--- src/rtl/setpoint_adjust.sv ---
// Button-driven saturating setpoint with tap-to-step and hold-to-auto-repeat.
// A button level present when the block comes out of reset is ignored until both buttons are released.
module setpoint_adjust #(
  parameter int SP_W          = 10,
  parameter int SP_MIN        = 300,
  parameter int SP_MAX        = 400,
  parameter int SP_DEFAULT    = 370,
  parameter int STEP          = 5,
  parameter int HOLD_CYCLES   = 50_000_000,
  parameter int REPEAT_CYCLES = 10_000_000
) (
  input  logic            clk,
  input  logic            reset_n,
  input  logic            btn_up,
  input  logic            btn_down,
  output logic [SP_W-1:0] setpoint,
  output logic            sp_changed,
  output logic            at_limit
);

  localparam int CNT_MAX = (HOLD_CYCLES > REPEAT_CYCLES) ? HOLD_CYCLES : REPEAT_CYCLES;
  localparam int CNT_W   = $clog2(CNT_MAX);

  localparam logic [CNT_W-1:0] HOLD_T   = CNT_W'(HOLD_CYCLES - 1);
  localparam logic [CNT_W-1:0] REPEAT_T = CNT_W'(REPEAT_CYCLES - 1);
  localparam logic [SP_W:0]    MIN_X    = (SP_W+1)'(SP_MIN);
  localparam logic [SP_W:0]    MAX_X    = (SP_W+1)'(SP_MAX);
  localparam logic [SP_W:0]    STEP_X   = (SP_W+1)'(STEP);

  typedef enum logic [1:0] {IDLE, HOLD, REPEAT, LOCK} state_t;

  state_t           state_q, state_d;
  logic [CNT_W-1:0] cnt_q, cnt_d;
  logic             dir_q, dir_d;        // 1 = UP
  logic [SP_W-1:0]  sp_q, sp_d;
  logic             chg_q, chg_d;

  logic             do_step, step_up;
  logic             act_btn, oth_btn;
  logic [SP_W:0]    sp_x, up_sum, dn_diff, new_x;

  always_comb begin
    state_d = state_q;
    cnt_d   = cnt_q;
    dir_d   = dir_q;
    do_step = 1'b0;
    step_up = dir_q;
    act_btn = dir_q ? btn_up : btn_down;
    oth_btn = dir_q ? btn_down : btn_up;

    unique case (state_q)
      IDLE: begin
        if (btn_up ^ btn_down) begin
          do_step = 1'b1;
          step_up = btn_up;
          dir_d   = btn_up;
          cnt_d   = '0;
          state_d = HOLD;
        end else if (btn_up && btn_down) begin
          state_d = LOCK;
        end
      end
      HOLD, REPEAT: begin
        // Release and lockout win over a terminal count landing on the same edge.
        if (!act_btn) begin
          cnt_d   = '0;
          state_d = IDLE;
        end else if (oth_btn) begin
          cnt_d   = '0;
          state_d = LOCK;
        end else if (cnt_q == ((state_q == HOLD) ? HOLD_T : REPEAT_T)) begin
          do_step = 1'b1;
          cnt_d   = '0;
          state_d = REPEAT;
        end else begin
          cnt_d = cnt_q + 1'b1;
        end
      end
      LOCK: begin
        cnt_d = '0;
        if (!btn_up && !btn_down) state_d = IDLE;
      end
      default: state_d = LOCK;
    endcase
  end

  // One extra bit keeps the sum from wrapping before the clamp.
  always_comb begin
    sp_x    = {1'b0, sp_q};
    up_sum  = sp_x + STEP_X;
    dn_diff = sp_x - STEP_X;
    if (step_up) new_x = (up_sum > MAX_X) ? MAX_X : up_sum;
    else         new_x = (sp_x < STEP_X || dn_diff < MIN_X) ? MIN_X : dn_diff;
    sp_d  = sp_q;
    chg_d = 1'b0;
    if (do_step) begin
      sp_d  = new_x[SP_W-1:0];
      chg_d = (new_x[SP_W-1:0] != sp_q);
    end
  end

  always_ff @(posedge clk or negedge reset_n) begin
    if (!reset_n) begin
      state_q <= LOCK;
      cnt_q   <= '0;
      dir_q   <= 1'b0;
      sp_q    <= SP_W'(SP_DEFAULT);
      chg_q   <= 1'b0;
    end else begin
      state_q <= state_d;
      cnt_q   <= cnt_d;
      dir_q   <= dir_d;
      sp_q    <= sp_d;
      chg_q   <= chg_d;
    end
  end

  assign setpoint   = sp_q;
  assign sp_changed = chg_q;
  assign at_limit   = (sp_q == SP_W'(SP_MIN)) || (sp_q == SP_W'(SP_MAX));

endmodule
--- config.mk ---
export PLATFORM = sky130hd
export DESIGN_NAME = setpoint_adjust
export DESIGN_NICKNAME = d
export VERILOG_FILES = /design/src/rtl/setpoint_adjust.sv
export SDC_FILE = /design/constraint.sdc
export NUM_CORES = 1
export LEC_CHECK = 0
export BUFFER_PORTS_ARGS = -buffer_cell sky130_fd_sc_hd__buf_2
export CORE_ASPECT_RATIO = 0.7
export CORE_MARGIN = 2
export CORE_UTILIZATION = 60
export CTS_CLUSTER_DIAMETER = 80
export DETAILED_ROUTE_END_ITERATION = 16
export PLACE_DENSITY = 0.78
export SLEW_MARGIN = 5
export SYNTH_ARGS = -nofsm -noshare
export SYNTH_HDL_FRONTEND = slang
export SYNTH_SLANG_ARGS = --single-unit
--- constraint.sdc ---
create_clock -name clk -period 4 [get_ports clk]
set_clock_uncertainty 0.1 [all_clocks]
set_input_delay 0.8 -clock clk [delete_from_list [all_inputs] [get_ports clk]]
set_output_delay 0.8 -clock clk [all_outputs]
set_load 0.02 [all_outputs]
; ---- Yosys cells after proc, flatten, opt, wreduce, memory -nomap -nowiden
; Index checks and enable logic that the tools add are counted.
[word_totals]
in_bits = 4
mem_bits_ro = 0
mem_bits_rw = 0
mem_count = 0
latchBits = 0
ff_bits = 40
word_cells = 58
[classes]
add_sub_neg = 3
reduce_logical = 9
mul = 0
shift = 0
magnitude_cmp = 3
n_eq_ne = 11
muxes = 26
n_div = 0
bitwise_logic = 1
[op_table]
columns = cell, count
row1 = 26-bit 2-to-1 mux, 5
row2 = 26-bit case mux with 3 select lines, 1
row3 = 10-bit 2-to-1 mux, 3
row4 = "26-bit by 1-bit adder with 26-bit output, second input constant", 1
row5 = 26-bit == test, 1
row6 = "10-bit by 9-bit == test with 1-bit output, second input constant", 2
row7 = 2-bit 2-to-1 mux, 6
row8 = "10-bit by 3-bit adder with 11-bit output, second input constant", 1
row9 = "11-bit by 9-bit greater-than comparator with 1-bit output, second input constant", 1
row10 = "11-bit by 9-bit less-than comparator with 1-bit output, second input constant", 1
row11 = "10-bit by 3-bit subtractor with 11-bit output, second input constant", 1
row12 = "10-bit by 3-bit less-than comparator with 1-bit output, second input constant", 1
row13 = 10-bit inequality test, 1
row14 = 1-bit 2-to-1 mux, 9
row15 = 2-bit case mux with 3 select lines, 1
row16 = "2-bit == test, second input constant", 2
row17 = "2-bit inequality test, second input constant", 2
row18 = "4-bit inequality test, second input constant", 1
row19 = "3-bit inequality test, second input constant", 1
row20 = 3-bit AND reduction, 1
row21 = "2-bit by 1-bit == test with 1-bit output, second input constant", 1
row22 = 1-bit logical AND, 2
row23 = 1-bit zero test, 2
row24 = 2-bit zero test, 1
row25 = other kinds (4), 5

; ---- Logic depth before layout (Yosys ltp)
; Gate-level depths: netlist of the first run.
[logic_depth]
depth_word = 8
mapped_depth = 11
ltp_nobuf = 10

; ---- Worst setup path after synthesis of the first run
; No wires, ideal clock.
[synth_path]
kind = reg2reg
from = reg sp_q[1] (netlist: setpoint[1])
to = reg sp_q[2] (netlist: setpoint[2])
required_time_ns = 3.774
stages_incl_launch_ff = 12
setup_time_ns = 0.126
slack_ns = 0.887
arrival_ns = 2.887
path_buffers = 2
cell_sequence = dfstp_2 > buf_2 > inv_1 > ha_1 > clkbuf_1 > or3b_2 > o211ai_1 > a32oi_2 > or4_4 > nand2_4 > nand2_4 > o32a_1
[synth_between]
elab_chain_cells = 5
word_cells_on_any_way = 9
classes_between = add/sub (2) / order compare (3) / mux (3) / reduce/logical (1)
[synth_lines]
columns = element, line
row1 = start: declaration, 35  ; logic [SP_W-1:0] sp_q, sp_d;
row2 = start signal: assignment, 107  ; sp_q <= SP_W'(SP_DEFAULT);
row3 = start signal: assignment, 113  ; sp_q <= sp_d;
row4 = 10-bit by 3-bit subtractor with 11-bit output, 91  ; dn_diff = sp_x - STEP_X;
row5 = 11-bit by 9-bit less-than comparator with 1-bit output, 93  ; else new_x = (sp_x < STEP_X || dn_diff < MIN_X) ? MIN_X : dn_diff;
row6 = 1-bit logical OR, 93
row7 = 10-bit 2-to-1 mux, 93
row8 = 10-bit 2-to-1 mux *, 92  ; if (step_up) new_x = (up_sum > MAX_X) ? MAX_X : up_sum;
; Mark *: on every way between the ends. The rest lies on a longest branch, timed or not.
; A chain may end at the register's enable or synchronous reset.

; ---- Worst setup path in the final report of the first run
[layout_path]
from = reg sp_q[1] (netlist: setpoint[1])
to = reg chg_q (netlist: sp_changed)
[layout_between]
elab_chain_cells = 7
word_cells_on_any_way = 11
classes_between = add/sub (2) / order compare (3) / eq/ne (1) / mux (4) / reduce/logical (1)
[layout_lines]
columns = element, line
row1 = 10-bit by 3-bit subtractor with 11-bit output, 91
row2 = 11-bit by 9-bit less-than comparator with 1-bit output, 93
row3 = 1-bit logical OR, 93
row4 = 10-bit 2-to-1 mux, 93
row5 = 10-bit 2-to-1 mux, 92
row6 = 10-bit inequality test *, 98  ; chg_d = (new_x[SP_W-1:0] != sp_q);
row7 = 1-bit 2-to-1 mux *, 96  ; if (do_step) begin
row8 = via chg_d, 36  ; logic chg_q, chg_d;
row9 = end signal: assignment, 114  ; chg_q <= chg_d;
row10 = end: declaration, 36
; Mark *: on every way through the listed nets, which the timed path passes. The rest lies on a longest branch.

==> results of run 1 <==
## how the worst max path moves through the flow
stage                     slack, ns                       to               startpoint
after global placement         0.52     sp_changed$_DFF_PN0_  setpoint[1]$_DFFE_PN1P_
final                          0.36     sp_changed$_DFF_PN0_  setpoint[1]$_DFFE_PN1P_
after CTS                      0.52     sp_changed$_DFF_PN0_  setpoint[1]$_DFFE_PN1P_
after global routing           0.21     sp_changed$_DFF_PN0_  setpoint[1]$_DFFE_PN1P_
after detailed placement       0.53     sp_changed$_DFF_PN0_  setpoint[1]$_DFFE_PN1P_
after floorplan                0.89  setpoint[2]$_DFFE_PN0P_  setpoint[1]$_DFFE_PN1P_
## final cells by class
cell class | instances | share of cell area
Inverter | 18 | 0.02046
Timing Repair Buffer | 19 | 0.03183
Clock inverter | 2 | 0.003031
Multi-Input combinational cell | 297 | 0.5877
Sequential cell | 40 | 0.3058
Tap cell | 69 | 0.02615
Clock buffer | 6 | 0.02501
## registers in the layout (all words and copies together) (netlist names)
name,cells
sp_changed,1
dir_q,1
cnt_q,26
state_q,2
setpoint,10
## cells by family (layout without fill, tap and decap cells)
family	after synthesis	in the layout	synth area share
mux	2	2	0.006797
xor+xnor	24	24	0.06717
compound gates	93	93	0.2267
fa+ha+maj	10	10	0.03998
simple gates	168	168	0.2795
buf+inv	39	45	0.05717
flops	40	40	0.3227
## worst max-delay path: cells and delay by family (launching register included)
family / cells / cell delay (ns)
compound gates: 6 / 1.94
buf+inv: 1 / 0.13
flops: 1 / 0.71
fa+ha+maj: 1 / 0.32
simple gates: 1 / 0.34
## where the power goes
group,leakage (nW),internal (mW),switching [mW]
Clock,0.0510,0.138,0.139
Combinational,0.762,0.590,0.981
Sequential,0.523,0.505,0.250
## Yosys cell counts, types with 4 or more instances
cell,number
inv_1,18
xor2_1,13
a21o_1,5
o211ai_1,4
a21oi_1,11
or3_1,4
ha_1,10
nor3_1,13
nand2_1,37
dfrtp_1,33
xnor2_1,11
nor2_1,42
nand4_1,5
nor2b_1,4
a31oi_1,9
nand2b_1,10
nand3_1,20
clkbuf_1,9
buf_2,8
nor4_1,6
dfstp_2,7
o21ai_0,15
## through the flow
| stage | utilization | cells | setup WS (ns) | cell area (µm²) | hold slack, ns |
|---|---|---|---|---|---|
| floorplan | - | 376 | 0.8874 | 3129 | 0.3730 |
| global placement | 0.6567 | 443 | 0.5192 | 3209 | 0.3927 |
| detailed placement | 0.6567 | 443 | 0.5324 | 3209 | 0.4046 |
| CTS | 0.6756 | 451 | 0.5158 | 3302 | 0.4146 |
| global route | 0.6756 | 451 | 0.2084 | 3302 | 0.4373 |
| finish | 0.6756 | 451 | 0.3619 | 3302 | 0.4149 |
## layer usage
layer  GRT usage  up-vias  share of wire
li1            -     1383              -
met1      0.4569     1406           0.51
met2      0.3806      150           0.38
met3     0.08953        9           0.10
met4     0.05577        0         0.0074
met5           0        -              0
## cells in the final DEF (no fill, tap or decap), drive strengths merged, types with 3 or more instances in the layout
cell type  instances
a211oi             3
xor2              13
o211ai             4
or3                4
o41ai              3
clkbuf             6
nor4               7
nor3              13
inv               18
nor4b              4
o21ai             16
a31oi              9
nand3             20
o2111ai            3
xnor2             11
nand2b            10
buf               19
o31ai              3
nor2b              4
ha                10
dfstp              7
nor2              44
nand4              5
dfrtp             33
a21o               5
nor3b              3
a21oi             13
nand2             39
==> metrics.csv, run 1 <==
stage,metric,value,unit
synth,synth_seq_cells,40,
critical_path,cpMaxStageDelayCell,dfstp_2,
routing,drtAntennaViolNets,0,
placement,finalWeightedCongestion,1.035,
global_route,grt_pass1_vias,2617,
cts,root_buffer,clkbuf_8,
critical_path,worstPathMaxFanout,14,
final_layout,seqCellArea,1010,µm²
critical_path,r2r_cells,9,
worst_hold_path,holdPathStages,1,
final_layout,n_antenna_cell,0,
floorplan,num_io_pins,16,
synth,ys_seq_area_frac,0.3227,
job,maxCapViolations,0,
sta,fin_crit_sh,0.9095,
global_route,track_usage,0.2889,
sta,finalMaxSlewViolations,0,
sta,max_slew_margin,0.4275,
critical_path,worstPathArrival,3.75,ns
cts,post_cts_buffers,0,
floorplan,core,4887,µm²
critical_path,crit_path_start_kind,register,
sta,hold_violations,0,
cts,clockBufferDepth,2,
floorplan,die_area,5818,µm²
floorplan,initial_utilization,0.6403,
worst_hold_path,min_from,cnt_q[3]$_DFFE_PN0P_,
routing,drc_errors,0,
routing,vias,2948,
final_layout,area.growth.synth_to_final,5.518,%
sta,finalSetupViolCount,0,
synth,syn_inst,376,
critical_path,reg2reg_slack,0.36,ns
floorplan,die_h,64.42,µm
synth,synth_edf_count,0,
cts,worstSkewPairLatency,0.29,ns
cts,cts_hold_buffers,0,
synth,synth.area.top_cells,"dfrtp_1 (26%), dfstp_2 (5.9%), nor2_1 (5.0%), nand2_1 (4.4%), ha_1 (4.0%)",
cts,cts_tree,done,
placement,hpwl,5799,µm
cts,ctsResizeCount,0,
outcome,status,finished clean,
worst_hold_path,whs_endpoint,cnt_q[3]$_DFFE_PN0P_,
routing,firstDrtPassIters,4,
placement,port_buffers,15,
final_layout,final_nets,395,
critical_path,end_kind,register,
floorplan,row_count,21,
pwr,max-vdd-ir-drop,0.0004547,V
cts,clkTransAtPathRegs,0.08,ns
synth,yosysTopAreaCell,dfrtp_1,
global_route,antenna_found_initial,0,
global_route,grt-ovfl-total,0,
synth,synth_top_area_share,0.2639,
routing,drt-initial-drc-count,397,
floorplan,fp.dieW,90.32,µm
synth,synthesis.area,3129,µm²
pwr,leakage,1.337,nW
sta,max_freq,274.9,MHz
critical_path,path_cells,"inv_1, ha_1, nor2b_1, a21oi_1, a2111oi_2, o41ai_2, a221oi_1, a311oi_1, a31oi_1",
routing,via_per_inst,6.537,
critical_path,path_class,register to register,
final_layout,n_fill_cell,427,
cts,cts_buffers,5,
synth,synth.distinct_cells,75,
synth,synthArstFlopShare,1.000,
sta,fin_tns_setup,0,ns
synth,ys.flop_type,dfrtp_1,
final_layout,drive_gt1_frac,0.1466,
routing,routed_wl,7921,µm
critical_path,r2r_start,setpoint[1]$_DFFE_PN1P_,
pwr,total_power,2.603,mW
sta,tightest_slew,0.8588,ns
synth,syn_area_per_cell,8.322,µm²
critical_path,critPathRequiredTime,4.11,ns
cts,ctsHtreeMaxLevel,2,
critical_path,reg2reg_to,sp_changed$_DFF_PN0_,
worst_hold_path,worst_hold_path_type,register to register,
global_route,grt_max_degree,41,
pwr,powerDensity,788.3,nW/µm²
critical_path,cpPeakStageDelay,0.71,ns
sta,rsz0062_at_grt,false,
synth,syn_nets,390,
global_route,grt_pass1_wl,13300,µm
synth,yosysWarnings,0,
sta,min_period,3.638,ns
routing,wire_per_inst,17.56,µm
final_layout,multi_input_area,1941,µm²
cts,cts_sinks,40,
Power figures use the tool's default switching activity.
==> run 2, diff against run 1 <==
Settings changed: CAP_MARGIN set to 25, REMOVE_ABC_BUFFERS set to 1.
==> metrics.csv, run 2 (synthesized netlist as in run 1, its figures left out) <==
stage,metric,value,unit,change
outcome,status,finished clean,,
floorplan,fp.dieW,90.32,µm,unchanged
sta,min_period,3.416,ns,-0.2224 ns
critical_path,path_class,register to register,,
routing,drt-initial-drc-count,327,,-18%
routing,firstDrtPassIters,5,,+1
pwr,leakage,1.332,nW,-0.36%
final_layout,n_antenna_cell,0,,unchanged
worst_hold_path,holdPathStages,2,,+1
routing,via_per_inst,6.411,,-1.9%
pwr,max-vdd-ir-drop,0.0004748,V,+4.4%
critical_path,worstPathArrival,3.48,ns,-0.27 ns
sta,rsz0062_at_grt,false,,
placement,preCtsSetupSlack,0.6408,ns,+0.1084 ns
routing,wire_per_inst,17.08,µm,-2.8%
sta,max_slew_margin,0.4407,,+0.01319
critical_path,r2r_cells,9,,unchanged
final_layout,n_fill_cell,431,,+0.94%
final_layout,seqCellArea,1010,µm²,unchanged
job,maxCapViolations,0,,unchanged
final_layout,largest-register,cnt_q,,
cts,post_cts_buffers,0,,unchanged
sta,max_freq,292.8,MHz,+6.5%
cts,cts_hold_buffers,0,,unchanged
routing,drtAntennaViolNets,0,,unchanged
sta,fin_tns_setup,0,ns,unchanged
final_layout,multi_input_area,1941,µm²,unchanged
placement,port_buffers,15,,unchanged
cts,ctsResizeCount,0,,unchanged
floorplan,core,4887,µm²,unchanged
final_layout,drive_gt1_frac,0.1444,,-0.002240
critical_path,worstPathMaxFanout,14,,unchanged
floorplan,initial_utilization,0.6403,,unchanged
sta,finalSetupViolCount,0,,unchanged
placement,hpwl,5623,µm,-3.0%
global_route,track_usage,0.2855,,-0.003335
global_route,grt-ovfl-total,0,,unchanged
worst_hold_path,whs_endpoint,state_q[1]$_DFFE_PN1P_,,
sta,setup_slack,0.5843,ns,+0.2224 ns
routing,vias,2885,,-2.1%
pwr,total_power,2.570,mW,-1.2%
sta,finalMaxSlewViolations,0,,unchanged
cts,root_buffer,clkbuf_8,,
final_layout,layout_commonest_cell,nor2_1,,
floorplan,die_h,64.42,µm,unchanged
floorplan,row_count,21,,unchanged
routing,routed_wl,7685,µm,-3.0%
cts,cts_tree,done,,
sta,fin_crit_sh,0.8539,,-0.05560
final_layout,area.growth.synth_to_final,5.278,%,
sta,hold_violations,0,,unchanged
critical_path,critPathRequiredTime,4.06,ns,-0.05 ns
final_layout,final_nets,394,,-0.25%
cts,clockBufferDepth,2,,unchanged
final_layout,stdcell_count,450,,-0.22%
floorplan,die_area,5818,µm²,unchanged
cts,ctsHtreeMaxLevel,2,,unchanged
global_route,grt_max_degree,41,,unchanged
cts,cts_buffers,5,,unchanged
global_route,grt_pass1_vias,2598,,-0.73%
critical_path,r2r_start,setpoint[1]$_DFFE_PN1P_,,
critical_path,crit_path_start_kind,register,,
cts,clkTransAtPathRegs,0.08,ns,about the same
cts,cts_sinks,40,,unchanged
sta,holdWs,0.4095,ns,-0.005440 ns
global_route,antenna_found_initial,0,,unchanged
sta,tightest_slew,0.8390,ns,-0.01978 ns
placement,dp.cells,442,,-0.23%
floorplan,num_io_pins,16,,unchanged
cts,worstSkewPairLatency,0.29,ns,about the same
critical_path,reg2reg_to,sp_changed$_DFF_PN0_,,
worst_hold_path,worst_hold_path_type,register to register,,
pwr,powerDensity,780.2,nW/µm²,-1.0%
critical_path,reg2reg_slack,0.58,ns,+0.22 ns
critical_path,end_kind,register,,
placement,finalWeightedCongestion,1.014,,-2.0%
global_route,grt_pass1_wl,13300,µm,about the same
worst_hold_path,min_from,state_q[1]$_DFFE_PN1P_,,
routing,drc_errors,0,,unchanged
final_layout,largest_reg_flops,26,,unchanged
final_layout,final_cell_mix,"nor2_1 (42), nand2_1 (37), dfrtp_1 (33)",,
-- run 2: layer usage --
layer / GRT usage / up-vias / part of all wire / wire length, µm
met3: 0.08023 / 12 / 0.11 / 812
met5: 0 / - / 0 / 0
li1: - / 1380 / - / -
met4: 0.05577 / 0 / 0.010 / 78
met2: 0.3816 / 132 / 0.39 / 2983
met1: 0.4525 / 1361 / 0.50 / 3809
-- run 2: cell type report --
type                       count  share of cell area
multi-input combinational    297              0.5891
sequential                    40              0.3065
inverter                      18             0.02051
tap                           69             0.02621
timing repair buffer          18             0.02962
clock inverter                 2            0.003038
clock buffer                   6             0.02507
-- run 2: metrics by stage --
| step | instance area (µm²) | utilization |
|---|---|---|
| finish | 3294 | 0.6741 |
| global route | 3294 | 0.6741 |
| CTS | 3294 | 0.6741 |
| detailed placement | 3202 | 0.6551 |
| global placement | 3202 | 0.6551 |
| floorplan | 3018 | - |
-- run 2: worst max-delay path by stage --
stage / cells past startpoint / startpoint / end
CTS: 9 / setpoint[1]$_DFFE_PN1P_ / sp_changed$_DFF_PN0_
global route: 9 / setpoint[1]$_DFFE_PN1P_ / sp_changed$_DFF_PN0_
global placement: 11 / btn_up / sp_changed$_DFF_PN0_
floorplan: 9 / btn_down / sp_changed$_DFF_PN0_
detailed placement: 11 / btn_up / sp_changed$_DFF_PN0_
finish: 9 / setpoint[1]$_DFFE_PN1P_ / sp_changed$_DFF_PN0_
-- run 2: power breakdown --
group | switching (mW) | total, mW | leakage, nW | internal [mW]
logic | 0.944 | 1.53 | 0.758 | 0.586
registers | 0.262 | 0.767 | 0.523 | 0.505
clock network | 0.136 | 0.273 | 0.0510 | 0.138
total | 1.34 | 2.57 | 1.33 | 1.23
-- run 2: worst max-delay path, stage by stage, from the launching register on --
cell and delay [ns]:
dfstp_2 0.72, inv_1 0.14, ha_1 0.32, or3b_2 0.47
o211ai_1 0.12, a32oi_2 0.13, nor4_1 0.66, o21ai_0 0.20
o221ai_1 0.30, a31oi_1 0.13
